<file path="src/rtl/lfsr_run_ctrl.sv">
// rtl/lfsr_run_ctrl.sv - run sequencer for the 3-bit Galois LFSR: seed load, bounded stepping, result handshake
module lfsr_run_ctrl #(
    parameter int          CNT_W        = 8,
    parameter logic [2:0]  DEFAULT_SEED = 3'b001
) (
    input  logic             clk,
    input  logic             arst,
    input  logic             req_valid,
    output logic             req_ready,
    input  logic [2:0]       req_seed,
    input  logic [CNT_W-1:0] req_steps,
    input  logic             req_mode,
    input  logic [2:0]       req_target,
    output logic             rsp_valid,
    input  logic             rsp_ready,
    output logic [2:0]       rsp_value,
    output logic [CNT_W-1:0] rsp_count,
    output logic             rsp_hit,
    output logic [1:0]       rsp_err,
    output logic             lfsr_load,
    output logic [2:0]       lfsr_seed,
    input  logic [2:0]       lfsr_q
);

    typedef enum logic [1:0] {IDLE, LOAD, RUN, RESP} state_t;

    localparam logic [CNT_W-1:0] ONE = CNT_W'(1);

    state_t           state, state_n;
    logic [2:0]       seed_r;
    logic [2:0]       target_r;
    logic [CNT_W-1:0] steps_r;
    logic [CNT_W-1:0] count;
    logic             mode_r;
    logic             seed_fix;
    logic             hit_f;
    logic             lock_f;
    logic             lock_now;
    logic             hit_now;
    logic             done_now;

    // RUN exit conditions; lock-up outranks a target match, which outranks the step limit
    always_comb begin
        lock_now = (lfsr_q == 3'b000);
        hit_now  = !lock_now && mode_r && (lfsr_q == target_r);
        done_now = lock_now || hit_now || (count == steps_r);
    end

    always_comb begin
        state_n   = state;
        req_ready = 1'b0;
        lfsr_load = 1'b1;
        lfsr_seed = lfsr_q;
        case (state)
            IDLE: begin
                req_ready = 1'b1;
                if (req_valid) state_n = LOAD;
            end
            LOAD: begin
                lfsr_seed = seed_r;
                state_n   = RUN;
            end
            RUN: begin
                if (done_now) state_n   = RESP;
                else          lfsr_load = 1'b0;
            end
            RESP: begin
                if (rsp_valid && rsp_ready) state_n = IDLE;
            end
            default: state_n = IDLE;
        endcase
    end

    always_ff @(posedge clk or posedge arst) begin
        if (arst) state <= IDLE;
        else      state <= state_n;
    end

    always_ff @(posedge clk or posedge arst) begin
        if (arst) begin
            seed_r    <= 3'b000;
            target_r  <= 3'b000;
            steps_r   <= '0;
            mode_r    <= 1'b0;
            seed_fix  <= 1'b0;
            count     <= '0;
            hit_f     <= 1'b0;
            lock_f    <= 1'b0;
            rsp_valid <= 1'b0;
            rsp_value <= 3'b000;
            rsp_count <= '0;
            rsp_hit   <= 1'b0;
            rsp_err   <= 2'b00;
        end else begin
            case (state)
                IDLE: begin
                    if (req_valid) begin
                        seed_fix <= (req_seed == 3'b000);
                        seed_r   <= (req_seed == 3'b000) ? DEFAULT_SEED : req_seed;
                        steps_r  <= req_steps;
                        mode_r   <= req_mode;
                        target_r <= req_target;
                    end
                end
                LOAD: count <= '0;
                RUN: begin
                    if (done_now) begin
                        lock_f <= lock_now;
                        hit_f  <= hit_now;
                    end else begin
                        count <= count + ONE;
                    end
                end
                RESP: begin
                    // first RESP cycle captures the held result; it stays frozen until accepted
                    if (!rsp_valid) begin
                        rsp_valid <= 1'b1;
                        rsp_value <= lfsr_q;
                        rsp_count <= count;
                        rsp_hit   <= hit_f;
                        rsp_err   <= {lock_f, seed_fix};
                    end else if (rsp_ready) begin
                        rsp_valid <= 1'b0;
                    end
                end
                default: ;
            endcase
        end
    end

endmodule

</file>
<file path="config.mk">
export PLATFORM = sky130hd
export DESIGN_NAME = lfsr_run_ctrl
export DESIGN_NICKNAME = d
export VERILOG_FILES = /design/src/rtl/lfsr_run_ctrl.sv
export SDC_FILE = /design/constraint.sdc
export NUM_CORES = 1
export LEC_CHECK = 0
export ABC_AREA = 1
export BUFFER_PORTS_ARGS = -buffer_cell sky130_fd_sc_hd__buf_2
export CORE_MARGIN = 5
export CORE_UTILIZATION = 54
export CTS_BUF_LIST = sky130_fd_sc_hd__clkbuf_16
export CTS_CLUSTER_SIZE = 12
export DETAILED_ROUTE_END_ITERATION = 7
export PLACE_DENSITY = 0.85
export REMOVE_ABC_BUFFERS = 1
export SYNTH_ARGS = -nofsm -noshare
export SYNTH_HDL_FRONTEND = slang
export SYNTH_SLANG_ARGS = --single-unit
</file>
<file path="constraint.sdc">
create_clock -name clk -period 1.71 [get_ports clk]
set_input_delay 0.0855 -clock clk [delete_from_list [all_inputs] [get_ports clk]]
set_output_delay 0.0855 -clock clk [all_outputs]
set_load 0.1 [all_outputs]
</file>
Word level (Yosys, flattened, before mapping)

Cells that the tools add are included.

Logic and storage cells: 53
Bits of input ports: 22
Flip-flop bits (word level): 43
Output and inout bits: 20

$add $sub $neg: 1
Equality and inequality tests: 9
Reductions and logical operators: 15
Bitwise logic cells: 1
Muxes and demuxes: 13

Operators by type and width:

| operator            | count |
|---|---|
| $pmux 8 s2          | 1 |
| $add 8x1->8 const B | 1 |
| $eq 8x8->1          | 1 |
| $mux 8              | 1 |
| $ne 2x2->1 const B  | 4 |
| $pmux 2 s4          | 1 |
| $reduce_and 2->1    | 4 |
| $logic_not 3->1     | 2 |
| $mux 2              | 3 |
| $mux 3              | 2 |
| $mux 1              | 5 |
| $eq 2x2->1 const B  | 2 |
| $eq 3x3->1          | 1 |
| $logic_and 1x1->1   | 3 |
| $reduce_and 3->1    | 1 |
| $eq 2x1->1 const B  | 1 |
| $logic_not 2->1     | 1 |
| $logic_or 1x1->1    | 2 |
| $reduce_bool 2->1   | 1 |
| $logic_not 1->1     | 1 |
| $not 1->1           | 1 |

Longest topological paths before layout

Gate-level depths: netlist (run 1).

Depth after elaboration: 8
Mapped depth: 10
Mapped depth without buffers: 10

Worst setup path before layout (run 1)

No wires, ideal clock.

Path kind: flip-flop to output port
Start: register state[1]
End: output port lfsr_seed[0]
Data arrival time: 2793 ps
Stages on the path, launching flop included: 4
Required time: 1624 ps
Path slack: -1169 ps
Path buffers: 0
Cell sequence: dfrtp_1 -> inv_1 -> ha_1 -> o21ai_0

Longest elaborated chain between the ends: 2

Ends and longest elaborated chain:

| what                   | RTL line | text |
|---|---|---|
| from (decl)            | 29       | `state_t state, state_n;` |
| from (signal assigned) | 76       | `else state <= state_n;` |
| $eq 2x1->1             | 54       | `case (state)` |
| $mux 3                 | 54       |  |
| to (decl)              | 21       | `output logic [2:0] lfsr_seed,` |

Every way passes these cells.

Worst setup path after layout (run 1)

Start: register count[4]
End: output port lfsr_load

Longest elaborated chain between the ends: 4

Ends and longest elaborated chain:

| what                   | RTL line | text |
|---|---|---|
| from (decl)            | 33       | `logic [CNT_W-1:0] count;` |
| from (signal assigned) | 111      | `count <= count + ONE;` |
| $eq 8x8->1             | 46       | `done_now = lock_now \|\| hit_now \|\| (count == steps_r);` |
| $logic_or 1x1->1       | 46       |  |
| $mux 1                 | 64       | `if (done_now) state_n = RESP;` |
| $mux 1                 | 54       |  |
| to (decl)              | 20       | `output logic lfsr_load,` |

Every way passes these cells.

==> metrics.cfg, run 1 <==
[sta]
hold_ws_ps = 27.0
slew-limit-headroom = 0.650
tightest_slew_ps = 526
period_minus_slack_ps = 1630
setup_ws_ps = 80.5
drv_slew = 0
max_freq_ghz = 0.614
skew_ps = 5.59
hold_violations = 0
fin_crit_sh = 0.953
setup_viol = 0
setup-tns-final_ps = 0

[cts]
cts_buffers = 5
cts_max_level = 2
cts_num_sinks = 43
path_clk_slew_ps = 60
clockBufferDepth = 2
cts_root_buf = clkbuf_16
cts_tree = yes
clk_latency_ps = 290

[layout]
fillCellCount = 271
layout-drive-gt1-share = 0.261
fin_nets = 321
antenna_cells = 0
area_growth_pct = 26.7

[critical_path]
crit_top_cell = nand2_1
crit_buf_inv = 2
critical_path.cell_chain = inv_1, nand2_1, nand2_1, nand2_1, nor2_1, nand2_2, nand3_4, buf_12
end_kind = output pin
worstSetupStartpointType = register
cpMaxStageDelayCell = dfrtp_1
crit_family = simple AND/OR/NAND/NOR gates
cp.arrival_ps = 1540
max_stage_delay_ps = 440
cp_max_fo = 6
critPathRequiredTime_ps = 1620
path_class = register to output pin

[floorplanning]
start_util = 0.562
chipWidth_microns = 72.2
num_rows = 22
pin_count = 42
core_sq_mm = 0.00372
die-area_sq_mm = 0.00521
die_h_microns = 72.2

[placement]
port_buffers = 41
gp_congestion = 0.785
dp_hpwl_microns = 3030
pre_cts_ws_ps = 80.9

[outcome]
outcome = finished, final reports clean

[detailed_routing]
drc = 0
vias = 1736
ant_nets = 0
dr.pass1.iters = 4
vias_per_cell = 5.06
drt-total-wl_microns = 4510
initialDrtViolationCount = 141
wl_per_cell_microns = 13.1

[power_and_ir_drop]
peakVddDrop_uv = 1680
p_total_w = 0.00581
p_sw_w = 0.00276
internal-power_w = 0.00305
sequentialPowerShare = 0.280
p_leak_nw = 1.40
p_comb_frac = 0.508
switching_share = 0.475
p_clk_frac = 0.211
power.density_mw_per_mm2 = 2200

[grt]
grt_antenna_before_repair = 0
use_met1 = 0.234
grt_pass1_vias = 1681
overflow = 0
grt_busiest_layer = met2
grt_max_degree = 44
grtUsageMet3 = 0.0609
grt_pass1_wl_microns = 7480
gr-usage-met2 = 0.297
grt_usage = 0.188

[synth]
syn-cell-area_sq_mm = 0.00209
synth.most_common_cell = nand2_1
ys_types = 23
synthFlopType = dfrtp_1
synth_edf_count = 0
synth_cells = 243
ys_seq_area_frac = 0.515
ys_ff_latch = 43
synth.area.top_cells = dfrtp_1 52%, nand2_1 13%, inv_1 4.9%, mux2_2 4.9%, o21ai_0 4.3%
synth_top_area_share = 0.515
syn_area_per_cell_sq_um = 8.59
synthTopCellsByCount = 73 x nand2_1, 43 x dfrtp_1, 27 x inv_1
synthArstFlopShare = 1.00
yosys_warnings = 0
synth_top_area_cell = dfrtp_1

[worst_hold_path]
min_path_type = input pin to register

[run]
maxCapViolations = 0

[kinds of logic after synthesis]
kind of cell,after synthesis,synth area share
buffers and inverters,35,0.0701
adders and majority gates,5,0.0300
xor gates and xnor gates,7,0.0330
and+or+nand+nor,112,0.226
DFF,43,0.515
AOI/OAI and AO/OA,32,0.0773
muxes,9,0.0485
[worst paths after layout]
check / start / endpoint / slack, ps / depth (start not counted)
setup / recovery: count[4] / lfsr_load / 80 / 8
hold reg to reg: hit_f / hit_f / 470 / 2
hold / removal: req_steps[3] / steps_r[3] / 30 / 2
min in group asynchronous: arst / target_r[2] / 470 / 4
max in group asynchronous: arst / count[0] / 840 / 4
setup reg to reg: count[4] / count[2] / 100 / 11
[metal layers]
layer | part of all wire | vias to the layer above | wire length, microns
met1 | 0.43 | 812 | 1950
li1 | - | 871 | -
met2 | 0.49 | 45 | 2200
met5 | 0 | - | 0
met3 | 0.059 | 8 | 264
met4 | 0.019 | 0 | 84
[flip-flops by register name, indices dropped and copies added (netlist names)]
signal,count
count,8
hit_f,1
lock_f,1
mode_r,1
rsp_count,8
rsp_err,2
rsp_hit,1
rsp_valid,1
rsp_value,3
seed_fix,1
seed_r,3
state,2
steps_r,8
target_r,3
[repair_timing]
| item | 4_1_cts | 5_1_grt |
|---|---|---|
| buffers inserted | 0 | 3 |
| gates resized for setup | 1 | 4 |
| hold endpoints to repair | 43 | 0 |
| hold buffers | 1 | 0 |
| setup endpoints to repair | 1 | 10 |
[layout make-up]
class,count,area (sq um),share of cell area
Sequential cell,43,1080,0.407
Multi-Input combinational cell,165,871,0.329
Clock buffer,5,125,0.0473
Inverter,29,109,0.0412
Clock inverter,3,67.6,0.0255
Timing Repair Buffer,50,335,0.127
Tap cell,48,60.1,0.0227
[worst reg2reg max path: cells and delay by family, from the launching register on]
kind | cells | cell delay [ps]
flip-flops | 1 | 440
buffers and inverters | 2 | 290
AND/OR/NAND/NOR | 9 | 780
[power groups by stage]
stage / clock (W) / sequential [W] / combinational (W)
finish: 0.00123 / 0.00163 / 0.00295
floorplan: 0 / 0.00238 / 0.00144
global route: 0.00130 / 0.00167 / 0.00316
CTS: 0.00124 / 0.00162 / 0.00290
global placement: 0 / 0.00162 / 0.00281
detailed placement: 0 / 0.00163 / 0.00286
[metrics by stage]
step	util	cells	instance area (sq um)
after floorplan	-	237	2050
after global placement	0.649	331	2410
after detailed placement	0.649	331	2410
after CTS	0.704	340	2620
after global routing	0.712	343	2650
final	0.712	343	2650
[cells in the final DEF, fill, tap and decap left out, drive strengths merged]
| cell type | count |
|---|---|
| nand2 | 75 |
| buf | 49 |
| dfrtp | 43 |
| inv | 29 |
| o21ai | 19 |
| nor2 | 18 |
| nand3 | 15 |
| a21oi | 12 |
| mux2 | 9 |
| xnor2 | 6 |
| clkbuf | 5 |
| ha | 5 |
| nand4 | 2 |
| bufinv | 2 |
| nor3 | 1 |
| a31oi | 1 |
| nor3b | 1 |
| xor2 | 1 |
| clkinvlp | 1 |
| dlygate4sd3 | 1 |
Power figures use the tool's default switching activity.
==> run 2: changes to the inputs <==
--- a/config.mk
+++ b/config.mk
@@ -18,2 +18,3 @@
 export SYNTH_HDL_FRONTEND = slang
 export SYNTH_SLANG_ARGS = --single-unit
+export TNS_END_PERCENT = 50
==> constraint.sdc (replaced) <==
create_clock -name clk -period 1.71 [get_ports clk]
set_input_delay 0.2565 -clock clk [delete_from_list [all_inputs] [get_ports clk]]
set_output_delay 0.2565 -clock clk [all_outputs]
set_load 0.1 [all_outputs]
==> run 2 against run 1 <==
Cell area is 2.2% higher. Combinational power is 6% higher. Fmax is 2.7% lower. Setup slack worse by 45 ps. First-iteration DRC count is 4.3% higher.
==> metrics.cfg, run 2 (synthesis gave the netlist of run 1 again) <==
[outcome]
outcome = finished, final reports clean  ; unchanged

[placement]
dp_hpwl_microns = 3230  ; was 3030 microns
gp_congestion = 0.840  ; was 0.785
port_buffers = 41  ; unchanged

[detailed_routing]
vias_per_cell = 5.09  ; was 5.06
dr.pass1.iters = 4  ; unchanged
initialDrtViolationCount = 147  ; was 141
drt-total-wl_microns = 4620  ; was 4510 microns
ant_nets = 0  ; unchanged
drc = 0  ; unchanged
wl_per_cell_microns = 13.2  ; was 13.1 microns
vias = 1778  ; was 1,736

[critical_path]
max_stage_delay_ps = 400  ; was 440 ps
critPathRequiredTime_ps = 1450  ; was 1620 ps
crit_buf_inv = 1  ; was 2
critical_path.cell_chain = xnor2_1, nand2_1, nor2_1, nand2_2, nand3_4, buf_12  ; was inv_1, nand2_1, nand2_1, nand2_1, nor2_1, nand2_2, nand3_4, buf_12
end_kind = output pin  ; unchanged
cp.arrival_ps = 1420  ; was 1540 ps
cpMaxStageDelayCell = dfrtp_1  ; unchanged
worstSetupStartpointType = register  ; unchanged
path_class = register to output pin  ; unchanged
crit_family = flip-flops  ; was simple AND/OR/NAND/NOR gates
cp_max_fo = 3  ; was 6

[sta]
period_minus_slack_ps = 1670  ; was 1630 ps
drv_slew = 0  ; unchanged
hold_violations = 0  ; unchanged
setup_viol = 0  ; unchanged
skew_ps = 6.37  ; was 5.59 ps
max_freq_ghz = 0.597  ; was 0.614 GHz
slew-limit-headroom = 0.648  ; was 0.650
tightest_slew_ps = 528  ; was 526 ps
rsz0062_at_grt = yes
fin_crit_sh = 0.979  ; was 0.953

[cts]
cts_num_sinks = 43  ; unchanged
cts_max_level = 2  ; unchanged
cts_tree = yes  ; unchanged
cts_root_buf = clkbuf_16  ; unchanged
cts_buffers = 5  ; unchanged
clk_latency_ps = 290  ; about the same
clockBufferDepth = 2  ; unchanged
path_clk_slew_ps = 60  ; about the same
hold_buffers = 0  ; was 1

[layout]
layout-drive-gt1-share = 0.292  ; was 0.261
area_growth_pct = 29.4  ; was 26.7%
top_regs = count: 8 flops, rsp_count: 8 flops, steps_r: 8 flops  ; unchanged
fin_util = 0.727  ; was 0.712
final_common_cell = nand2_1  ; unchanged
fillCellCount = 261  ; was 271
antenna_cells = 0  ; unchanged
fin_nets = 328  ; was 321
mostFrequentLayoutCells = 72 x nand2_1, 43 x dfrtp_1, 36 x buf_2, 26 x inv_1, 16 x buf_4  ; was 72 x nand2_1, 42 x dfrtp_1, 37 x buf_2, 27 x inv_1

[floorplanning]
pin_count = 42  ; unchanged
die-area_sq_mm = 0.00521  ; unchanged
chipWidth_microns = 72.2  ; unchanged
die_h_microns = 72.2  ; unchanged
core_sq_mm = 0.00372  ; unchanged
start_util = 0.562  ; unchanged
num_rows = 22  ; unchanged

[grt]
grt_antenna_before_repair = 0  ; unchanged
grt_pass1_vias = 1644  ; was 1,681
grt_usage = 0.187  ; was 0.188
grt_max_degree = 44  ; unchanged
overflow = 0  ; unchanged
grt_pass1_wl_microns = 7530  ; was 7480 microns

[power_and_ir_drop]
p_total_w = 0.00578  ; was 0.00581 W
p_leak_nw = 1.44  ; was 1.40 nW
power.density_mw_per_mm2 = 2140  ; was 2200 mW/mm^2
peakVddDrop_uv = 2210  ; was 1680 uV

[worst_hold_path]
min_path_type = input pin to async pin  ; was input pin to register

[run]
maxCapViolations = 0  ; unchanged

-- run 2: per-stage QoR --
| stage | setup WS, ps | cell area (sq um) | hold WS, ps | std cells | TNS [ps] |
|---|---|---|---|---|---|
| finish | 35.7 | 2700 | 89.3 | 349 | 0 |
| global placement | 171 | 2470 | 419 | 336 | 0 |
| detailed placement | 140 | 2470 | 420 | 336 | 0 |
| global route | -44.2 | 2700 | 158 | 349 | -44.2 |
| floorplan | -1340 | 2050 | 405 | 237 | -16670 |
| CTS | -13.0 | 2670 | 118 | 348 | -19.7 |
-- run 2: area by class of cell --
class | instances | area, sq um | area share
Multi-Input combinational cell | 165 | 893 | 0.331
Clock inverter | 2 | 33.8 | 0.0125
Tap cell | 48 | 60.1 | 0.0222
Sequential cell | 43 | 1080 | 0.398
Clock buffer | 5 | 125 | 0.0463
Inverter | 29 | 109 | 0.0403
Timing Repair Buffer | 57 | 405 | 0.150
-- run 2: final timing paths --
check / start / to / slack [ps] / cells after the start
max: count[7] / lfsr_load / 40 / 6
min: arst / target_r[2] / 90 / 3
max reg2reg: state[0] / rsp_hit / 160 / 3
min reg2reg: rsp_value[0] / rsp_value[0] / 480 / 2
max in group asynchronous: arst / state[1] / 1250 / 3
min in group clk: req_steps[3] / steps_r[3] / 200 / 2
-- run 2: where the power goes --
group          switching (W)  internal, W  total (W)
Clock               0.000367     0.000675    0.00104
Combinational        0.00218     0.000940    0.00312
Sequential          0.000228      0.00139    0.00161
Total                0.00278      0.00300    0.00578
-- run 2: layer usage --
layer	global-route usage	routed length (microns)	vias up
li1	-	-	885
met1	0.250	1990	835
met2	0.295	2270	51
met3	0.0512	292	7
met4	0.0605	70	0
met5	0	0	-
-- run 2: repair_timing --
action                     in CTS  in global routing
pin swaps                       0                  3
resized for setup               6                  7
setup endpoints to repair       4                  9
setup buffers                   5                  1
-- run 2: worst register-to-register path, delay by kind of cell (launching register included) --
kind / cells / cell delay (ps)
muxes: 1 / 390
and+or+nand+nor: 1 / 330
adders and majority gates: 1 / 260
DFF: 1 / 450
==> run 3: changes to the inputs <==
- CORE_ASPECT_RATIO: unset -> 0.8
==> run 3 against run 2 <==
The flow now finishes with violations (setup timing). Sequential share of layout area is 0.49 points higher. Register-to-register slack worse by 70 ps. Non-clock buffer count is 5 lower. Global-route usage is 0.17 points higher. Worst hold slack better by 10 ps. Total power is 1.5% lower. Routed wire length is 3.3% higher. Clock-buffer cell count stayed put. Sequential power hardly changed. Critical path type unchanged.
==> metrics.cfg, run 3 (synthesis gave the netlist of run 1 again) <==
[outcome]
outcome = finished, violations left  ; was finished, final reports clean
violations = setup timing

[sta]
slew-limit-headroom = 0.649  ; was 0.648
drv_slew = 0  ; unchanged
setup_viol = 1  ; was 0
max_freq_ghz = 0.576  ; was 0.597 GHz
fin_crit_sh = 1.02  ; was 0.979
tightest_slew_ps = 527  ; was 528 ps
setup_ws_ps = -26.7  ; was 35.7 ps
hold_violations = 0  ; unchanged
rsz0062_at_grt = yes  ; unchanged
skew_ps = 5.75  ; was 6.37 ps
period_minus_slack_ps = 1740  ; was 1670 ps

[grt]
grt_max_degree = 44  ; unchanged
grt_pass1_wl_microns = 7530  ; about the same
grt_pass1_vias = 1632  ; was 1,644
grt_antenna_before_repair = 0  ; unchanged
overflow = 0  ; unchanged
grt_usage = 0.189  ; was 0.187

[critical_path]
timing.rr.end = count[5]  ; was rsp_hit
worstSetupStartpointType = register  ; unchanged
critical_path.cell_chain = xnor2_2, nand2_1, nor2_2, nand2_2, nand3_4, buf_12  ; was xnor2_1, nand2_1, nor2_1, nand2_2, nand3_4, buf_12
reg2reg_slack_ps = 90  ; was 160 ps
end_kind = output pin  ; unchanged
cp.arrival_ps = 1480  ; was 1420 ps
cp_max_fo = 2  ; was 3
rr_worst_depth = 9  ; was 3
r2r_start = steps_r[2]  ; was state[0]
cpMaxStageDelayCell = dfrtp_1  ; unchanged
max_stage_delay_ps = 410  ; was 400 ps
critPathRequiredTime_ps = 1450  ; about the same
path_class = register to output pin  ; unchanged
setup.worst_path.start = steps_r[2]  ; was count[7]

[detailed_routing]
initialDrtViolationCount = 134  ; was 147
vias = 1803  ; was 1,778
drt-total-wl_microns = 4770  ; was 4620 microns
dr.pass1.iters = 4  ; unchanged
ant_nets = 0  ; unchanged
wl_per_cell_microns = 13.6  ; was 13.2 microns
vias_per_cell = 5.14  ; was 5.09
drc = 0  ; unchanged

[layout]
final_common_cell = nand2_1  ; unchanged
mostFrequentLayoutCells = 73 x nand2_1, 40 x dfrtp_1, 36 x buf_2, 23 x inv_1  ; was 72 x nand2_1, 43 x dfrtp_1, 36 x buf_2, 26 x inv_1, 16 x buf_4
fin_util = 0.709  ; was 0.727
antenna_cells = 0  ; unchanged
fillCellCount = 259  ; was 261
stdcell_area_sq_mm = 0.00268  ; was 0.00270 sq mm
area_growth_pct = 28.3  ; was 29.4%
layout-drive-gt1-share = 0.301  ; was 0.292
final_cells = 351  ; was 349
top_regs = count: 8 flops, rsp_count: 8 flops, steps_r: 8 flops  ; unchanged
fin_nets = 323  ; was 328

[placement]
dp_hpwl_microns = 3210  ; was 3230 microns
port_buffers = 41  ; unchanged
placedCellCount = 342  ; was 336
gp_congestion = 0.839  ; was 0.840
pre_cts_ws_ps = 121  ; was 140 ps
dpl_cell_area_sq_mm = 0.00248  ; was 0.00247 sq mm

[floorplanning]
num_rows = 20  ; was 22
core_sq_mm = 0.00378  ; was 0.00372 sq mm
chipWidth_microns = 79.5  ; was 72.2 microns
die_h_microns = 65.6  ; was 72.2 microns
start_util = 0.553  ; was 0.562
die-area_sq_mm = 0.00522  ; was 0.00521 sq mm
pin_count = 42  ; unchanged

[cts]
path_clk_slew_ps = 60  ; about the same
cts_tree = yes  ; unchanged
hold_buffers = 0  ; unchanged
cts_root_buf = clkbuf_16  ; unchanged
cts_num_sinks = 43  ; unchanged
clockBufferDepth = 2  ; unchanged
clk_latency_ps = 280  ; was 290 ps
cts_max_level = 2  ; unchanged
cts_buffers = 5  ; unchanged

[power_and_ir_drop]
power.density_mw_per_mm2 = 2120  ; was 2140 mW/mm^2
peakVddDrop_uv = 1550  ; was 2210 uV
p_leak_nw = 1.41  ; was 1.44 nW

[run]
maxCapViolations = 0  ; unchanged

[worst_hold_path]
min_path_type = input pin to async pin  ; unchanged

run 3: changes by cell type in the layout (fill, tap and decap cells not counted), sizes merged:
cell and change:
buf -6, clkinv +2, bufinv -1, clkbuf +1, inv -1
run 3: final cells by class:
class                   instances  area (sq um)  area share
flip-flops and latches         43          1080       0.403
well taps                      55          68.8      0.0257
clock buffers                   5           125      0.0467
multi-input cells             165           902       0.337
clock inverters                 2          8.76     0.00327
inverters                      29           109      0.0406
repair buffers                 52           385       0.144
run 3: layer usage:
metal,wire [microns],vias up,track usage,part of all wire
met5,0,-,0,0
met4,113,0,0.0815,0.024
met3,281,12,0.0507,0.059
met2,2310,50,0.307,0.48
met1,2070,864,0.237,0.43
li1,-,877,-,-
run 3: where the power goes:
group	leakage [nW]	switching, W	internal, W
registers	0.535	0.000251	0.00139
logic	0.809	0.00221	0.000964
clock network	0.0671	0.000357	0.000524
total	1.41	0.00281	0.00288
run 3: what timing repair did:
action | in CTS | in global routing
endpoints found under the setup margin | 4 | 10
pin swaps | 0 | 1
buffers inserted | 2 | 0
gates resized for setup | 9 | 11
endpoints found under the hold margin | 0 | 0
run 3: worst max path at each step:
stage / endpoint / slack [ps] / cells after the start
finish: lfsr_load / -30 / 6
global route: lfsr_load / -80 / 6
CTS: lfsr_seed[2] / -2 / 4
detailed placement: count[5] / 120 / 7
global placement: count[4] / 150 / 7
floorplan: lfsr_seed[0] / -1340 / 3
run 3: per-stage QoR:
step / hold WS (ps) / TNS (ps) / power (W)
floorplan: 405 / -16670 / 0.00381
global placement: 415 / 0 / 0.00457
detailed placement: 423 / 0 / 0.00465
CTS: 131 / -2.69 / 0.00562
global route: 166 / -88.2 / 0.00599
finish: 99.7 / -26.7 / 0.00569
run 3: critical path, delay by kind of cell (launching register included):
family / cells / cell delay [ps]
simple gates: 4 / 410
flops: 1 / 410
buf+inv: 1 / 180
xor+xnor: 1 / 200
